### src/rtl/tm1638_frame_seq.sv
// TM1638 refresh-frame sequencer: turns a parallel display image into the spi_fifo
// word stream and assembles the key-scan bytes returned by the read transaction.
module tm1638_frame_seq #(
    parameter int REFRESH_CYCLES = 1000,
    parameter int KEY_SCAN       = 1
) (
    input  logic        i_Clk,
    input  logic        i_Rst,
    input  logic        i_Enable,
    input  logic [63:0] i_Segs,
    input  logic [7:0]  i_Leds,
    input  logic [2:0]  i_Bright,
    input  logic        i_Disp_On,
    input  logic        i_FIFO_Full,
    output logic        o_Data_Valid,
    output logic [17:0] o_Data,
    input  logic        i_Rd_Valid,
    input  logic [7:0]  i_Rd_Data,
    output logic [7:0]  o_Keys,
    output logic        o_Keys_Valid,
    output logic        o_Busy
);
    localparam int CNT_W = $clog2(REFRESH_CYCLES + 1);
    localparam logic [CNT_W-1:0] GAP_LOAD = CNT_W'(REFRESH_CYCLES);

    typedef enum logic [3:0] {
        S_IDLE,
        S_CMD,
        S_ADDR,
        S_DATA,
        S_CTRL,
        S_KEYCMD,
        S_KEYRD,
        S_WAITRD,
        S_GAP
    } state_t;

    state_t           state_q;
    logic [3:0]       idx_q;
    logic [CNT_W-1:0] gap_cnt_q;
    logic [1:0]       rd_cnt_q;
    logic             rd_done_q;
    logic [63:0]      segs_q;
    logic [7:0]       leds_q;
    logic [2:0]       bright_q;
    logic             disp_on_q;
    logic             full_q;
    logic             valid_q;
    logic [17:0]      data_q;
    logic [7:0]       keys_q;
    logic [7:0]       shadow_q;
    logic             keys_valid_q;
    logic             busy_q;

    logic [7:0]       data_byte [16];
    logic [17:0]      word_d;
    logic [7:0]       keys_d;
    logic             can_push;
    logic             rd_take;
    logic             rd_last;
    logic             unused_rd_bits;

    // Display RAM order: segment byte of digit k, then its LED byte.
    for (genvar gi = 0; gi < 8; gi++) begin : g_digit
        assign data_byte[2*gi]   = segs_q[8*gi +: 8];
        assign data_byte[2*gi+1] = {7'b0, leds_q[gi]};
    end

    // A push needs Full low for two consecutive cycles and never follows a push.
    assign can_push = !valid_q && !i_FIFO_Full && !full_q;
    assign rd_take  = i_Rd_Valid && (state_q == S_KEYRD || state_q == S_WAITRD);
    assign rd_last  = rd_take && (rd_cnt_q == 2'd3);
    assign unused_rd_bits = ^{i_Rd_Data[7:5], i_Rd_Data[3:1]};

    always_comb begin
        word_d = '0;
        case (state_q)
            S_CMD:    word_d = {2'b01, 8'h00, 8'h40};
            S_ADDR:   word_d = {2'b00, 8'h00, 8'hC0};
            S_DATA:   word_d = {1'b0, (idx_q == 4'd15), 8'h00, data_byte[idx_q]};
            S_CTRL:   word_d = {2'b01, 8'h00, disp_on_q ? {5'b10001, bright_q} : 8'h80};
            S_KEYCMD: word_d = {2'b00, 8'h00, 8'h42};
            S_KEYRD:  word_d = {1'b1, (idx_q[1:0] == 2'd3), 16'h0000};
            default:  word_d = '0;
        endcase
    end

    // Byte b of the scan carries key b in bit 0 and key b+4 in bit 4.
    always_comb begin
        keys_d = shadow_q;
        keys_d[{1'b0, rd_cnt_q}] = i_Rd_Data[0];
        keys_d[{1'b1, rd_cnt_q}] = i_Rd_Data[4];
    end

    always_ff @(posedge i_Clk or posedge i_Rst) begin
        if (i_Rst) begin
            state_q      <= S_IDLE;
            idx_q        <= '0;
            gap_cnt_q    <= '0;
            rd_cnt_q     <= '0;
            rd_done_q    <= 1'b0;
            segs_q       <= '0;
            leds_q       <= '0;
            bright_q     <= '0;
            disp_on_q    <= 1'b0;
            full_q       <= 1'b0;
            valid_q      <= 1'b0;
            data_q       <= '0;
            keys_q       <= '0;
            shadow_q     <= '0;
            keys_valid_q <= 1'b0;
            busy_q       <= 1'b0;
        end else begin
            full_q       <= i_FIFO_Full;
            valid_q      <= 1'b0;
            keys_valid_q <= 1'b0;

            case (state_q)
                S_IDLE: begin
                    if (i_Enable && gap_cnt_q == '0) begin
                        segs_q    <= i_Segs;
                        leds_q    <= i_Leds;
                        bright_q  <= i_Bright;
                        disp_on_q <= i_Disp_On;
                        idx_q     <= '0;
                        rd_cnt_q  <= '0;
                        rd_done_q <= 1'b0;
                        shadow_q  <= '0;
                        busy_q    <= 1'b1;
                        state_q   <= S_CMD;
                    end
                end
                S_CMD: begin
                    if (can_push) begin
                        valid_q <= 1'b1;
                        data_q  <= word_d;
                        state_q <= S_ADDR;
                    end
                end
                S_ADDR: begin
                    if (can_push) begin
                        valid_q <= 1'b1;
                        data_q  <= word_d;
                        idx_q   <= '0;
                        state_q <= S_DATA;
                    end
                end
                S_DATA: begin
                    if (can_push) begin
                        valid_q <= 1'b1;
                        data_q  <= word_d;
                        idx_q   <= idx_q + 4'd1;
                        if (idx_q == 4'd15) begin
                            state_q <= S_CTRL;
                        end
                    end
                end
                S_CTRL: begin
                    if (can_push) begin
                        valid_q <= 1'b1;
                        data_q  <= word_d;
                        if (KEY_SCAN != 0) begin
                            state_q <= S_KEYCMD;
                        end else begin
                            busy_q    <= 1'b0;
                            gap_cnt_q <= GAP_LOAD;
                            state_q   <= S_GAP;
                        end
                    end
                end
                S_KEYCMD: begin
                    if (can_push) begin
                        valid_q <= 1'b1;
                        data_q  <= word_d;
                        idx_q   <= '0;
                        state_q <= S_KEYRD;
                    end
                end
                S_KEYRD: begin
                    if (can_push) begin
                        valid_q <= 1'b1;
                        data_q  <= word_d;
                        idx_q   <= idx_q + 4'd1;
                        if (idx_q[1:0] == 2'd3) begin
                            state_q <= S_WAITRD;
                        end
                    end
                end
                S_WAITRD: begin
                    if (rd_done_q || rd_last) begin
                        gap_cnt_q <= GAP_LOAD;
                        state_q   <= S_GAP;
                    end
                end
                S_GAP: begin
                    if (gap_cnt_q <= CNT_W'(1)) begin
                        gap_cnt_q <= '0;
                        state_q   <= S_IDLE;
                    end else begin
                        gap_cnt_q <= gap_cnt_q - CNT_W'(1);
                    end
                end
                default: state_q <= S_IDLE;
            endcase

            if (rd_take) begin
                rd_cnt_q <= rd_cnt_q + 2'd1;
                if (rd_last) begin
                    keys_q       <= keys_d;
                    keys_valid_q <= 1'b1;
                    busy_q       <= 1'b0;
                    rd_done_q    <= 1'b1;
                end else begin
                    shadow_q <= keys_d;
                end
            end
        end
    end

    assign o_Data_Valid = valid_q;
    assign o_Data       = data_q;
    assign o_Keys       = keys_q;
    assign o_Keys_Valid = keys_valid_q;
    assign o_Busy       = busy_q;

endmodule

### config.mk
export PLATFORM = sky130hd
export DESIGN_NAME = tm1638_frame_seq
export DESIGN_NICKNAME = d
export VERILOG_FILES = /design/src/rtl/tm1638_frame_seq.sv
export SDC_FILE = /design/constraint.sdc
export NUM_CORES = 1
export LEC_CHECK = 0
export ABC_AREA = 1
export BUFFER_PORTS_ARGS = -buffer_cell sky130_fd_sc_hd__buf_2
export CAP_MARGIN = 20
export CORE_UTILIZATION = 45
export DETAILED_ROUTE_END_ITERATION = 10
export PLACE_DENSITY = 0.73
export REMOVE_ABC_BUFFERS = 1
export SLEW_MARGIN = 25
export SYNTH_ARGS = -nofsm -noshare
export SYNTH_HDL_FRONTEND = slang
export SYNTH_SLANG_ARGS = --single-unit
### constraint.sdc
create_clock -name i_Clk -period 3.4 [get_ports i_Clk]
set_input_delay 0.17 -clock i_Clk [delete_from_list [all_inputs] [get_ports i_Clk]]
set_output_delay 0.17 -clock i_Clk [all_outputs]
set_load 0.02 [all_outputs]
Yosys cells after proc, flatten, opt, wreduce, memory -nomap -nowiden

Cells that the tools add are included.

Eq/ne operators: 24
Add/subtract/negate cells: 3
Bitwise gates (word level): 1
$lt $le $gt $ge: 6
Multiplexer cells: 49
Reductions and logical operators: 28

Operator list:

| operator              | number |
|---|---|
| $pmux 18 s5           | 1 |
| $mux 4                | 15 |
| $mux 8                | 6 |
| $pmux 4 s9            | 1 |
| $bmux 8 s4            | 1 |
| $mux 10               | 2 |
| $pmux 10 s2           | 1 |
| $ne 2x2->1 const B    | 9 |
| $bwmux 8              | 2 |
| $eq 4x3->1 const B    | 4 |
| $mux 1                | 14 |
| $pmux 4 s3            | 1 |
| $reduce_and 11->1     | 1 |
| $le 10x1->1 const B   | 1 |
| $logic_not 10->1      | 1 |
| $reduce_and 2->1      | 5 |
| $sub 10x1->10 const B | 1 |
| $eq 4x2->1 const B    | 2 |
| $eq 4x4->1 const B    | 2 |
| $ne 2x1->1 const B    | 4 |
| $logic_and 1x1->1     | 7 |
| $mux 2                | 3 |
| $reduce_bool 2->1     | 3 |
| $reduce_or 6->1       | 1 |
| 17 further kinds      | 23 |

Logic and storage cells: 127
Input port bits: 89
Register bits: 135
Output and inout port bits: 29

Longest topological paths before layout

Depth after elaboration: 8
Depth in mapped cells: 12
Mapped depth without buffers: 11

Worst setup path before layout

Ideal clock, no wire load.

Path type: reg2reg
Start point: reg gap_cnt_q[0]
End point: reg state_q[1]
Slack: 1.736 ns
Buffers on the path: 0
Clock period less this slack: 1.664 ns
Library setup time: 0.117 ns
Arrival: 1.547 ns
Cell stages (with the launch flop): 10
Required time: 3.283 ns
Cell sequence: dfrtp_1 -> inv_1 -> ha_1 -> o21ai_0 -> o21ai_2 -> nand2_1 -> nor2_2 -> nand2_1 -> nand2_1 -> nand2_1

Longest elaborated chain between the ends: 4
Elaborated cells on any way between the ends: 6
Classes of those cells: order compare: 1; eq/ne: 2; reduce/logical: 3

Ends and longest elaborated chain:

| what                                                                | RTL line | source |
|---|---|---|
| start, declared                                                     | 40       | `logic [CNT_W-1:0] gap_cnt_q;` |
| start signal, assigned                                              | 200      | `gap_cnt_q <= gap_cnt_q - CNT_W'(1);` |
| parallel branches: the longest is 3 deep, another holds $le 10x1->1 | --       |  |
| $reduce_and 11->1 (no source line) (*)                              | --       |  |
| end signal, assigned                                                | 130      | `state_q <= S_CMD;` |
| end signal, assigned                                                | 137      | `state_q <= S_ADDR;` |
| end signal, assigned                                                | 145      | `state_q <= S_DATA;` |
| end, declared                                                       | 38       | `state_t state_q;` |

Mark *: on every way between the ends.
A chain may end at the register's enable or synchronous reset.

Worst setup path after layout

Start point: reg gap_cnt_q[0]
End point: reg bright_q[2]

Longest elaborated chain between the ends: 3

Ends and longest elaborated chain:

| what                              | RTL line | source |
|---|---|---|
| $logic_not 10->1                  | 120      | `if (i_Enable && gap_cnt_q == '0) begin` |
| $logic_and 1x1->1                 | 120      |  |
| $reduce_and 2->1 (no source line) | --       |  |
| end signal, assigned              | 123      | `bright_q <= i_Bright;` |
| end, declared                     | 45       | `logic [2:0] bright_q;` |

No other way between the ends.

==> flow_summary.ini <==
[setup_path]
reg2reg_slack_ps = 1020
rr_startpoint = gap_cnt_q[0]
r2r-end = bright_q[2]
critPathArrivalTime_ps = 2740
cp_max_fo = 65
reg2regPathDepth = 9
worstSetupEndpointType = register
worst_setup_path_start_kind = register
critical_path_required_ps = 3750
worstSetupPathType = reg -> reg

[die]
fp-row-count = 42
ios = 118
die-area_sq_mm = 0.0141
die_h_um = 119
die_x_um = 119
fp.coreArea_sq_mm = 0.0132
start_util = 0.462

[sta]
finClkSkew_ps = 9.52
worst_pin_slew_ps = 749
hold_violations = 0
period_minus_slack_ps = 2380
slew_headroom = 0.501
rsz0062_at_grt = false
report.final.slew_viol_count = 0
setup_viol = 0
fin_crit_sh = 0.701
max_freq_mhz = 419
tns_ps = 0

[clocking]
cts-root-buf = clkbuf_16
cts.sinks = 125
postCtsResizedCells = 0
clock_path_buffers = 2
cts.clk_slew.worst_paths_ps = 60
cts_tree = done
htreeDepth = 4
clkLatencyLatePin_ps = 420
cts_buffers = 17

[synthesis]
ys_ff_latch = 125
avgSynthCellArea_sq_um = 7.89
syn_area_sq_mm = 0.00612
syn_inst = 776
ys_warn_count = 0
netlist-cell-type-count = 38
synth-seq-area-share = 0.511
synth_edf_count = 0
synth_ff_type = dfrtp_1
synthArstFlopShare = 1.00

[finish]
regArea_sq_mm = 0.00313
syn2layout_area_growth_pct = 31.0
num_antenna_cells = 0
most-common-layout-cells = nand2_1, dfrtp_1, buf_2
fill_cells = 1153
final_common_cell = nand2_1
final_net_count = 1045
drive_gt1_frac = 0.162
fin_util = 0.605
design_area_sq_mm = 0.00802
multi_input_area_sq_mm = 0.00249

[status]
outcome = complete, no violations

[placed_design]
hpwl_mm = 9.24
globalplace.congestion = 0.854
numPortBuffers = 103
placed_cell_area_sq_mm = 0.00669

[min_path]
hold_class = in -> reg
holdPathStages = 3
hold_start = i_Rd_Data[4]
hold_end = o_Keys[7]

[routing]
postRouteAntennaNets = 0
via_count = 5668
route.detailed.drc = 0
wl_met2_mm = 7.85
vias_per_cell = 4.98
drt-initial-drc-count = 441
dr.pass1.iters = 5
routed.top_layer = met4
wl_met3_um = 895
wl_met1_mm = 6.67
routed_wirelength_mm = 15.8
avgRoutedWirePerCell_um = 13.9

[global_routing]
grt_pass1_vias = 5617
overflow = 0
grt_use_total = 0.241
grt_pass1_wl_mm = 26.4
antenna_found_initial = 0
grt_max_degree = 82

[power]
switching_share = 0.221
p_leak_nw = 4.22
power.share.clock = 0.505
p_int_mw = 2.60
power_density_mw_per_mm2 = 417
pwr-share-comb = 0.050
ir_worst_vdd_v = 0.000375
switching_power_uw = 737
p_seq_frac = 0.446
fin_total_pwr_mw = 3.34

[run]
cap_violations = 0
-- cell usage after synthesis (9+ instances only) --
cell      number  share of area
a21oi_1        9         0.0074
clkbuf_1      13         0.0080
buf_2         10         0.0082
o211ai_1      13          0.016
o21ai_0       58          0.047
nand2_1      298           0.18
inv_1         65          0.040
nand3_1       48          0.039
dfrtp_1      125           0.51
nor2_1        41          0.025
o21ai_1       29          0.024
buf_6          9          0.017
-- logic make-up after synthesis --
kind of cell             share of synthesized area
AND/OR/NAND/NOR                              0.270
flip-flops                                   0.511
AO/OA/AOI/OAI                                0.105
buffers and inverters                       0.0867
XOR/XNOR                                    0.0129
adder cells (fa/ha/maj)                     0.0143
other                                     0.000613
-- per-stage QoR --
step	instances	hold WS, ps	worst slack, ps
finish	1138	19.9	1020
floorplan	742	201	-97.6
global route	1138	12.5	840
CTS	1137	2.94	1050
detailed placement	1028	304	1060
global placement	1028	300	1140
-- per-layer routing --
metal,track usage,vias up
met4,0.117,0
met2,0.394,197
met1,0.296,2650
li1,-,2788
met5,0,-
met3,0.0618,33
-- timing repair --
action	CTS	global route
hold endpoints to repair	77	78
buffers inserted	0	0
hold buffers	77	1
-- area by class of cell --
class                      count  area share
timing repair buffer         188       0.170
inverter                      71      0.0339
multi-input combinational    546       0.311
clock inverter                10      0.0115
clock buffer                  22      0.0566
tap                          176      0.0275
sequential                   125       0.390
-- state kept, by name, indices dropped and copies added, names as in the netlist, 2 cells and up --
signal and cells:
bright_q 3, gap_cnt_q 10, idx_q 4, leds_q 8, o_Data 10, o_Keys 8
rd_cnt_q 2, segs_q 64, shadow_q 6, state_q 4
-- power by group through the flow --
stage | clock network, mW | registers (mW) | logic (mW)
2_1_floorplan | 0 | 1.52 | 0.0318
3_3_place_gp | 0 | 1.52 | 0.0923
3_5_place_dp | 0 | 1.52 | 0.0931
4_1_cts | 1.72 | 1.49 | 0.160
5_1_grt | 1.79 | 1.49 | 0.181
6_report | 1.69 | 1.49 | 0.166
-- worst max-delay path, stage by stage (launching register included) --
cell	delay (ps)
dfrtp_1	410
inv_1	160
ha_1	280
nand2_2	110
nor2_4	170
nand3_4	80
inv_2	510
buf_12	330
nand2_1	110
o21ai_1	80
-- worst max path at each step --
stage | start | cells after the start | slack (ps) | to
5_1_grt | gap_cnt_q[0] | 9 | 840 | segs_q[38]
3_3_place_gp | gap_cnt_q[0] | 9 | 1140 | bright_q[2]
2_1_floorplan | i_Rst | 1 | -100 | bright_q[0]
6_report | gap_cnt_q[0] | 9 | 1020 | bright_q[2]
4_1_cts | gap_cnt_q[0] | 9 | 1050 | segs_q[39]
3_5_place_dp | gap_cnt_q[0] | 9 | 1060 | segs_q[28]
No activity file was read; power rests on OpenSTA's default activity.
